**src/rtl/nco_angle_sequencer_if.sv**
```systemverilog
// Configuration handshake bundle for the NCO angle sequencer.
// The sequencer is the slave; the burst controller drives it as master.
interface nco_angle_sequencer_if #(
    parameter int WIDTH = 16
);
    logic             cfg_valid;
    logic             cfg_ready;
    logic [WIDTH-1:0] cfg_phase0;
    logic [WIDTH-1:0] cfg_fstart;
    logic [WIDTH-1:0] cfg_fstep;
    logic [15:0]      cfg_count;

    modport master (
        output cfg_valid, cfg_phase0, cfg_fstart, cfg_fstep, cfg_count,
        input  cfg_ready
    );

    modport slave (
        input  cfg_valid, cfg_phase0, cfg_fstart, cfg_fstep, cfg_count,
        output cfg_ready
    );
endinterface

```
**src/rtl/nco_angle_sequencer.sv**
```systemverilog
// Burst angle generator feeding the pipelined CORDIC rotator.
// Phase accumulator with linear chirp and a valid/last delay line.
module nco_angle_sequencer #(
    parameter int WIDTH      = 16,
    parameter int CORDIC_LAT = 17,
    parameter int X_INIT     = 19898
) (
    input  logic                     clk,
    input  logic                     reset,
    nco_angle_sequencer_if.slave     cfg,
    input  logic                     sample_en,
    input  logic                     abort,
    output logic [WIDTH-1:0]         angle,
    output logic [WIDTH-1:0]         x_start,
    output logic [WIDTH-1:0]         y_start,
    output logic                     angle_valid,
    output logic                     out_valid,
    output logic                     out_last,
    output logic                     busy,
    output logic                     done
);
    localparam logic [1:0] S_IDLE  = 2'd0;
    localparam logic [1:0] S_RUN   = 2'd1;
    localparam logic [1:0] S_DRAIN = 2'd2;

    logic [1:0]            state_q, state_d;
    logic [WIDTH-1:0]      phase_q, phase_d;
    logic [WIDTH-1:0]      freq_q, freq_d;
    logic [WIDTH-1:0]      step_q, step_d;
    logic [15:0]           rem_q, rem_d;
    logic                  zero_q, zero_d;
    logic [WIDTH-1:0]      angle_q, angle_d;
    logic [WIDTH-1:0]      xs_q, xs_d;
    logic                  av_q, av_d;
    logic                  al_q, al_d;
    logic [CORDIC_LAT-1:0] vp_q, vp_d;
    logic [CORDIC_LAT-1:0] lp_q, lp_d;
    logic                  ready_q, ready_d;
    logic                  done_q, done_d;

    // Next-state: abort beats everything; a zero-count burst drains at once.
    always_comb begin
        state_d = state_q;
        phase_d = phase_q;
        freq_d  = freq_q;
        step_d  = step_q;
        rem_d   = rem_q;
        zero_d  = zero_q;
        angle_d = angle_q;
        xs_d    = xs_q;
        av_d    = 1'b0;
        al_d    = 1'b0;
        done_d  = 1'b0;
        vp_d    = {vp_q[CORDIC_LAT-2:0], av_q};
        lp_d    = {lp_q[CORDIC_LAT-2:0], al_q};
        if (state_q != S_IDLE && abort) begin
            state_d = S_IDLE;
            vp_d    = '0;
            lp_d    = '0;
        end else begin
            unique case (state_q)
                S_IDLE: begin
                    if (cfg.cfg_valid && ready_q) begin
                        phase_d = cfg.cfg_phase0;
                        freq_d  = cfg.cfg_fstart;
                        step_d  = cfg.cfg_fstep;
                        rem_d   = cfg.cfg_count;
                        zero_d  = (cfg.cfg_count == 16'd0);
                        state_d = zero_d ? S_DRAIN : S_RUN;
                    end
                end
                S_RUN: begin
                    if (sample_en) begin
                        angle_d = phase_q;
                        xs_d    = WIDTH'(X_INIT);
                        av_d    = 1'b1;
                        phase_d = phase_q + freq_q;
                        freq_d  = freq_q + step_q;
                        rem_d   = rem_q - 16'd1;
                        if (rem_q == 16'd1) begin
                            al_d    = 1'b1;
                            state_d = S_DRAIN;
                        end
                    end
                end
                S_DRAIN: begin
                    if (zero_q || (vp_q[CORDIC_LAT-1] && lp_q[CORDIC_LAT-1])) begin
                        done_d  = 1'b1;
                        state_d = S_IDLE;
                    end
                end
                default: state_d = S_IDLE;
            endcase
        end
        ready_d = (state_d == S_IDLE);
    end

    // State and datapath registers, cleared by synchronous reset.
    always_ff @(posedge clk) begin
        if (reset) begin
            state_q <= S_IDLE;
            phase_q <= '0;
            freq_q  <= '0;
            step_q  <= '0;
            rem_q   <= '0;
            zero_q  <= 1'b0;
            angle_q <= '0;
            xs_q    <= '0;
            av_q    <= 1'b0;
            al_q    <= 1'b0;
            vp_q    <= '0;
            lp_q    <= '0;
            ready_q <= 1'b0;
            done_q  <= 1'b0;
        end else begin
            state_q <= state_d;
            phase_q <= phase_d;
            freq_q  <= freq_d;
            step_q  <= step_d;
            rem_q   <= rem_d;
            zero_q  <= zero_d;
            angle_q <= angle_d;
            xs_q    <= xs_d;
            av_q    <= av_d;
            al_q    <= al_d;
            vp_q    <= vp_d;
            lp_q    <= lp_d;
            ready_q <= ready_d;
            done_q  <= done_d;
        end
    end

    assign cfg.cfg_ready = ready_q;
    assign angle         = angle_q;
    assign x_start       = xs_q;
    assign y_start       = '0;
    assign angle_valid   = av_q;
    assign out_valid     = vp_q[CORDIC_LAT-1];
    assign out_last      = lp_q[CORDIC_LAT-1];
    assign busy          = (state_q != S_IDLE);
    assign done          = done_q;
endmodule

```
**src/flat_wrapper.sv**
```systemverilog
// flat-port wrapper written by rule: the top's interface ports become plain ports
module nco_angle_sequencer_flat 
#(
    parameter int WIDTH      = 16,
    parameter int CORDIC_LAT = 17,
    parameter int X_INIT     = 19898
)
  (clk, reset, sample_en, abort, angle, x_start, y_start, angle_valid, out_valid, out_last, busy, done, cfg_cfg_valid, cfg_cfg_phase0, cfg_cfg_fstart, cfg_cfg_fstep, cfg_cfg_count, cfg_cfg_ready);
  nco_angle_sequencer_if #(.WIDTH(WIDTH)) cfg_i ();
  input  logic clk;
  input  logic reset;
  input  logic sample_en;
  input  logic abort;
  output logic [WIDTH-1:0] angle;
  output logic [WIDTH-1:0] x_start;
  output logic [WIDTH-1:0] y_start;
  output logic angle_valid;
  output logic out_valid;
  output logic out_last;
  output logic busy;
  output logic done;
  input wire logic [$bits(cfg_i.cfg_valid)-1:0] cfg_cfg_valid;
  input wire logic [$bits(cfg_i.cfg_phase0)-1:0] cfg_cfg_phase0;
  input wire logic [$bits(cfg_i.cfg_fstart)-1:0] cfg_cfg_fstart;
  input wire logic [$bits(cfg_i.cfg_fstep)-1:0] cfg_cfg_fstep;
  input wire logic [$bits(cfg_i.cfg_count)-1:0] cfg_cfg_count;
  output wire logic [$bits(cfg_i.cfg_ready)-1:0] cfg_cfg_ready;
  assign cfg_i.cfg_valid = cfg_cfg_valid;
  assign cfg_i.cfg_phase0 = cfg_cfg_phase0;
  assign cfg_i.cfg_fstart = cfg_cfg_fstart;
  assign cfg_i.cfg_fstep = cfg_cfg_fstep;
  assign cfg_i.cfg_count = cfg_cfg_count;
  assign cfg_cfg_ready = cfg_i.cfg_ready;
  nco_angle_sequencer #(.WIDTH(WIDTH), .CORDIC_LAT(CORDIC_LAT), .X_INIT(X_INIT)) u_core (.clk(clk), .reset(reset), .cfg(cfg_i), .sample_en(sample_en), .abort(abort), .angle(angle), .x_start(x_start), .y_start(y_start), .angle_valid(angle_valid), .out_valid(out_valid), .out_last(out_last), .busy(busy), .done(done));
endmodule
```
**config.mk**
```make
export PLATFORM = sky130hd
export DESIGN_NAME = nco_angle_sequencer_flat
export DESIGN_NICKNAME = d
export VERILOG_FILES = /design/src/rtl/nco_angle_sequencer_if.sv /design/src/rtl/nco_angle_sequencer.sv /design/src/flat_wrapper.sv
export SDC_FILE = /design/constraint.sdc
export NUM_CORES = 1
export LEC_CHECK = 0
export ABC_CLOCK_PERIOD_IN_PS = 2500
export CAP_MARGIN = 20
export CORE_MARGIN = 5
export CORE_UTILIZATION = 40
export DETAILED_ROUTE_END_ITERATION = 7
export SYNTH_ARGS = -nofsm -noshare
export SYNTH_HDL_FRONTEND = slang
export SYNTH_SLANG_ARGS = --single-unit
```
**constraint.sdc**
```tcl
create_clock -name clk -period 2.5 [get_ports clk]
set_input_delay 0.375 -clock clk [delete_from_list [all_inputs] [get_ports clk]]
set_output_delay 0.375 -clock clk [all_outputs]
set_load 0.02 [all_outputs]
```
==> reports/qor.csv, run 1 <==
metric;value;unit
setup_violations;0;
ctsHoldBuffers;0;
grt_max_degree;40;
cts_buffers;17;
synth_area_leaders;dfxtp_1 38%, nand2_1 6.5%, ha_1 6.2%, a21oi_1 6.1%, nor2_1 4.6%;
synthArstFlopShare;0;%
fillers;1481;
antenna_found_initial;0;
synth-edff-count;0;
synth.most_common_cell;dfxtp_1;
clk_path_buf_depth;2;
drtIter0Drc;379;
top_layer;met4;
wl_met1;8280;µm
grt-ovfl-total;0;
diodes;0;
cp-start-kind;flip-flop;
seq_area_frac_synth;37.9;%
avgViaCountPerCell;5.26;
tns;0;ns
fmax;0.416;GHz
worstPathArrival;2.73;ns
status;finished, final reports clean;
met2_length;7930;µm
grt_usage;19.2;%
rrSetupSlack;0.1;ns
tightestPinTransition;0.698;ns
netlist_instances;789;
yosys.area.top_type;dfxtp_1;
synth_compound_area_share;21.6;%
yosysTopAreaCellShare;37.9;%
grt_setup_unrepaired;yes;
dp_hpwl;12900;µm
core;0.0158;mm²
place_ws;0.0116;ns
wl;17800;µm
drtAntennaViolNets;0;
gp_congestion;0.949;
synthToLayoutAreaGrowth;26.2;%
slew_violations;0;
grt_pass1_vias;5623;
dp.cells;1073;
via_count;5828;
nNetsFinal;981;
routedWlPerCell;16.0;µm
dominantRegCellSynth;dfxtp_1;
clk_root_buffer_cell;clkbuf_16;
p_per_area;666;mW/mm²
syn_area_per_cell;8.16;µm²
required;2.83;ns
drc;0;
synthAdderAreaFrac;7.00;%
worstPathMaxFanout;3;
ys_warn_count;0;
final.min_clock_period;2.40;ns
rows;46;
clkLatencyLatePin;0.41;ns
syn_area;0.00644;mm²
cts_sinks;122;
ys_types;67;
drive_above_1_share;8.31;%
synth-xor-area-share;2.72;%
synth-simple-area-share;22.3;%
synth_top_family_by_area;simple AND/OR/NAND/NOR gates;
die_w;137;µm
dieHeight;137;µm
hold_viol;0;
endpoint_kind;flip-flop;
crit_type;flip-flop to flip-flop;
port-buffer-count;99;
first_pass_iters;5;
post-route-period-util;96.1;%
peakVddDrop;0.553;mV
synth_mux_area_share;0.466;%
design.die.area;0.0187;mm²
start_util;40.7;%
synth-seq-cells;122;
routed-wl-met3;1180;µm
holdCritPathClass;flip-flop to flip-flop;
timing.max_cap.violations;0;
fin_cells;1107;
htree_levels;4;
clkTransAtPathRegs;0.06;ns
fin_worst_skew;0.00716;ns
leakage;3.14;nW
hold_ws;0.422;ns
grt_pass1_wl;28400;µm
cts_tree;done;
synth_common_cells;122 x dfxtp_1, 112 x nand2_1, 79 x a21oi_1, 79 x nor2_1, 37 x and2_1;
fin_ws;0.0986;ns
post-route-util;51.3;%
slew-limit-headroom;53.0;%
ioPinCount;123;
flip-flops by register name (all words and copies together), names as in the netlist:
signal / count
u_core.state_q: 2
u_core.zero_q: 1
u_core.al_q: 1
u_core.rem_q: 16
u_core.angle: 16
u_core.lp_q: 17
u_core.vp_q: 17
u_core.phase_q: 16
u_core.done: 1
u_core.angle_valid: 1
u_core.step_q: 16
u_core.cfg.cfg_ready: 1
u_core.x_start: 1
u_core.freq_q: 16
path summary, 6_finish.rpt:
kind	startpoint	depth (start not counted)	to
worst max-delay path	u_core.freq_q[0]$_SDFFE_PP0P_	11	u_core.freq_q[14]$_SDFFE_PP0P_
worst min register to register	u_core.vp_q[2]$_SDFF_PP0_	1	u_core.vp_q[3]$_SDFF_PP0_
worst min-delay path	u_core.vp_q[2]$_SDFF_PP0_	1	u_core.vp_q[3]$_SDFF_PP0_
worst max register to register	u_core.freq_q[0]$_SDFFE_PP0P_	11	u_core.freq_q[14]$_SDFFE_PP0P_
worst max-delay path, cell delays in order (launching register included):
cell,delay [ns]
dfxtp_1,0.33
ha_2,0.19
inv_1,0.08
fa_2,0.24
nor2b_4,0.05
o31a_4,0.30
o41ai_4,0.31
o21ai_4,0.10
buf_4,0.15
a221oi_2,0.24
xor2_1,0.10
a211oi_1,0.23
cell usage in the layout, fill, tap and decap left out, drive strengths merged, types with 3 or more instances in the layout:
| cell type | synthesis | final |
|---|---|---|
| a211oi | 29 | 29 |
| a21o | 8 | 8 |
| a21oi | 80 | 80 |
| a22oi | 7 | 7 |
| a311oi | 8 | 8 |
| a31oi | 9 | 9 |
| and2 | 37 | 37 |
| and3 | 4 | 4 |
| buf | 45 | 24 |
| clkbuf | 29 | 20 |
| clkdlybuf4s50 | 0 | 98 |
| clkinv | 0 | 3 |
| clkinvlp | 0 | 3 |
| conb | 1 | 23 |
| dfxtp | 122 | 122 |
| ha | 32 | 32 |
| inv | 13 | 17 |
| mux2i | 3 | 3 |
| nand2 | 112 | 112 |
| nand2b | 8 | 8 |
| nand3 | 14 | 14 |
| nand4 | 3 | 3 |
| nor2 | 79 | 79 |
| nor2b | 7 | 7 |
| nor3 | 12 | 12 |
| nor4 | 8 | 8 |
| o211ai | 5 | 5 |
| o21a | 5 | 5 |
| o21ai | 40 | 40 |
| o21bai | 3 | 3 |
| o22ai | 6 | 6 |
| o31ai | 3 | 3 |
| or2 | 5 | 5 |
| or3 | 6 | 6 |
| xnor2 | 12 | 12 |
| xor2 | 8 | 8 |
per-layer routing:
layer | track usage [%] | vias to the layer above
met1 | 26.2 | 2705
met5 | 0 | -
met4 | 7.21 | 0
met2 | 29.7 | 198
met3 | 4.12 | 23
li1 | - | 2902
area by class of cell:
class | count | area, µm² | share of cell area (%)
Multi-Input combinational cell | 602 | 3610 | 44.4
Sequential cell | 122 | 2440 | 30.1
Clock buffer | 20 | 447 | 5.50
Timing Repair Buffer | 122 | 1170 | 14.4
Inverter | 13 | 48.8 | 0.600
Clock inverter | 12 | 140 | 1.72
Tap cell | 216 | 270 | 3.33
timing repair:
item                                    4_1_cts  5_1_grt
gates resized for setup                       1        5
endpoints found under the setup margin        1        5
buffers inserted                              0        2
pin swaps                                     0        4
through the flow:
| step | instance area [µm²] | power [W] |
|---|---|---|
| after CTS | 8090 | 0.00546 |
| after global routing | 8130 | 0.00567 |
| after floorplan | 6520 | 0.00274 |
| after global placement | 7500 | 0.00299 |
| final | 8130 | 0.00541 |
| after detailed placement | 7500 | 0.00301 |
power breakdown:
part	switching [W]	internal (W)	total, W
Combinational	0.000494	0.000371	0.000865
Sequential	0.0000860	0.00203	0.00211
Clock	0.000926	0.00151	0.00243
cells by family (layout without fill, tap and decap cells):
family,Yosys count,after routing
AO/OA/AOI/OAI,215,215
XOR/XNOR,20,20
adder cells (fa/ha/maj),35,35
buffers and inverters,87,167
flip-flops,122,122
multiplexers,3,3
other,1,23
AND/OR/NAND/NOR,306,306
Power figures use the tool's default switching activity.
==> inputs of run 2 (changes only) <==
Settings changed: CORE_UTILIZATION 40 to 23.
==> run 2 against run 1 <==
Sequential cell count stayed put. Final cell count rose by 15%. Via count down 2.4%. Final area increased by 2.7%. Highest routed layer is now met5.
==> reports/qor.csv, run 2 (synthesized netlist as in run 1, its figures left out) <==
metric;value;unit;change
internal-power;0.00390;W;-0.22%
routedWlPerCell;14.5;µm;-9.7%
core;0.0277;mm²;+75%
worstPathArrival;2.73;ns;about the same
timing.max_cap.violations;0;;unchanged
fmax;0.417;GHz;+0.11%
drtAntennaViolNets;0;;unchanged
rows;61;;+33%
worstPathMaxFanout;3;;unchanged
final.min_clock_period;2.40;ns;-0.00256 ns
avgViaCountPerCell;4.48;;-15%
clock_power_share;44.6;%;-0.3 points
drtIter0Drc;319;;-16%
htree_levels;4;;unchanged
tns;0;ns;unchanged
hold_viol;0;;unchanged
die_w;177;µm;+30%
grt_pass1_wl;29200;µm;+2.7%
clkLatencyLatePin;0.42;ns;about the same
port-buffer-count;99;;unchanged
met2_length;7890;µm;-0.50%
seqPwrFrac;39.3;%;+0.2 points
diodes;0;;unchanged
cp-start-kind;flip-flop;;
multi_input_area;0.00360;mm²;-0.14%
fillers;2966;;+100%
ioPinCount;123;;unchanged
post-route-period-util;96.0;%;-0.10 points
holdCritPathClass;input port to flip-flop;;
comb_power_share;16.1;%;about the same
synthToLayoutAreaGrowth;29.6;%;
fin_ws;0.101;ns;+0.00256 ns
design.die.area;0.0314;mm²;+68%
clk_root_buffer_cell;clkbuf_16;;
grt_max_degree;35;;-13%
post-route-util;30.1;%;-21 points
tightestPinTransition;0.698;ns;-0.000206 ns
start_util;23.2;%;-17 points
drc;0;;unchanged
cts_sinks;122;;unchanged
setup_violations;0;;unchanged
endpoint_kind;flip-flop;;
grt-ovfl-total;0;;unchanged
clk_path_buf_depth;2;;unchanged
leakage;3.16;nW;+0.47%
regArea;0.00244;mm²;unchanged
grt_pass1_vias;5430;;-3.4%
grt_setup_unrepaired;yes;;
final_cell_mix;122 x dfxtp_1, 112 x nand2_1, 98 x clkdlybuf4s50_1;;
wl;18400;µm;+3.5%
top_layer;met5;;
gp_congestion;0.849;;-11%
netSwitchingPower;0.00148;W;-1.6%
cts_tree;done;;
slew-limit-headroom;53.0;%;about the same
via_count;5691;;-2.4%
antenna_found_initial;1;;+1
dieHeight;177;µm;+30%
nNetsFinal;981;;unchanged
first_pass_iters;5;;unchanged
routed-wl-met3;1330;µm;+12%
p_per_area;644;mW/mm²;-3.2%
fin_worst_skew;0.00793;ns;+0.000770 ns
hold_ws;0.285;ns;-0.137 ns
wl_met1;8920;µm;+7.6%
ctsHoldBuffers;0;;unchanged
slew_violations;0;;unchanged
status;finished, final reports clean;;
dp_hpwl;13800;µm;+7.1%
peakVddDrop;0.471;mV;-15%
crit_type;flip-flop to flip-flop;;
cts_buffers;17;;unchanged
place_ws;0.0573;ns;+0.0457 ns
clkTransAtPathRegs;0.06;ns;about the same
drive_above_1_share;8.19;%;-0.11 points
top_regs;u_core.lp_q (17), u_core.vp_q (17);;
layout_commonest_cell;dfxtp_1;;
required;2.84;ns;about the same
netSwitchingFraction;27.6;%;-0.27 points
grt_usage;11.8;%;-7.4 points
## run 2: power by group through the flow
stage | sequential [W] | clock (W) | combinational (W)
5_1_grt | 0.00212 | 0.00254 | 0.000973
3_5_place_dp | 0.00215 | 0 | 0.000862
6_report | 0.00211 | 0.00240 | 0.000867
2_1_floorplan | 0.00212 | 0 | 0.000613
3_3_place_gp | 0.00215 | 0 | 0.000852
4_1_cts | 0.00211 | 0.00245 | 0.000865
## run 2: path summary, 6_finish.rpt
| path | startpoint | end | slack [ns] | cells after the start |
|---|---|---|---|---|
| min reg2reg | u_core.vp_q[15]$_SDFF_PP0_ | u_core.vp_q[16]$_SDFF_PP0_ | 0.42 | 1 |
| min | reset | u_core.phase_q[3]$_SDFFE_PP0P_ | 0.29 | 2 |
| max reg2reg | u_core.freq_q[0]$_SDFFE_PP0P_ | u_core.freq_q[14]$_SDFFE_PP0P_ | 0.10 | 11 |
| max | u_core.freq_q[0]$_SDFFE_PP0P_ | u_core.freq_q[14]$_SDFFE_PP0P_ | 0.10 | 11 |
## run 2: repair_timing
item,in CTS,in global routing
hold endpoints to repair,0,0
setup endpoints to repair,0,5
buffers inserted,0,2
resized for setup,0,5
## run 2: through the flow
step	instance area (µm²)	power [W]	instances
after global routing	8350	0.00564	1269
after detailed placement	7740	0.00302	1235
after global placement	7740	0.00301	1235
final	8350	0.00538	1269
after floorplan	6520	0.00274	811
after CTS	8310	0.00543	1267
## run 2: metal layers
| layer | GRT usage [%] | vias to the layer above |
|---|---|---|
| li1 | - | 2897 |
| met2 | 17.9 | 138 |
| met3 | 4.13 | 22 |
| met4 | 2.90 | 2 |
| met5 | 0 | - |
| met1 | 16.0 | 2632 |
## run 2: layout make-up
type	instances	share of cell area, %
multi-input combinational	602	43.2
tap	378	5.67
timing repair buffer	122	14.5
sequential	122	29.3
inverter	13	0.585
clock buffer	21	5.40
clock inverter	11	1.44
## run 2: worst max-delay path, cell delays in order (launching register included)
cell	delay [ns]
dfxtp_1	0.33
ha_2	0.19
inv_1	0.08
fa_2	0.23
nor2b_4	0.05
o31a_4	0.30
o41ai_4	0.32
o21ai_4	0.11
buf_4	0.15
a221oi_2	0.24
xor2_1	0.10
a211oi_1	0.22
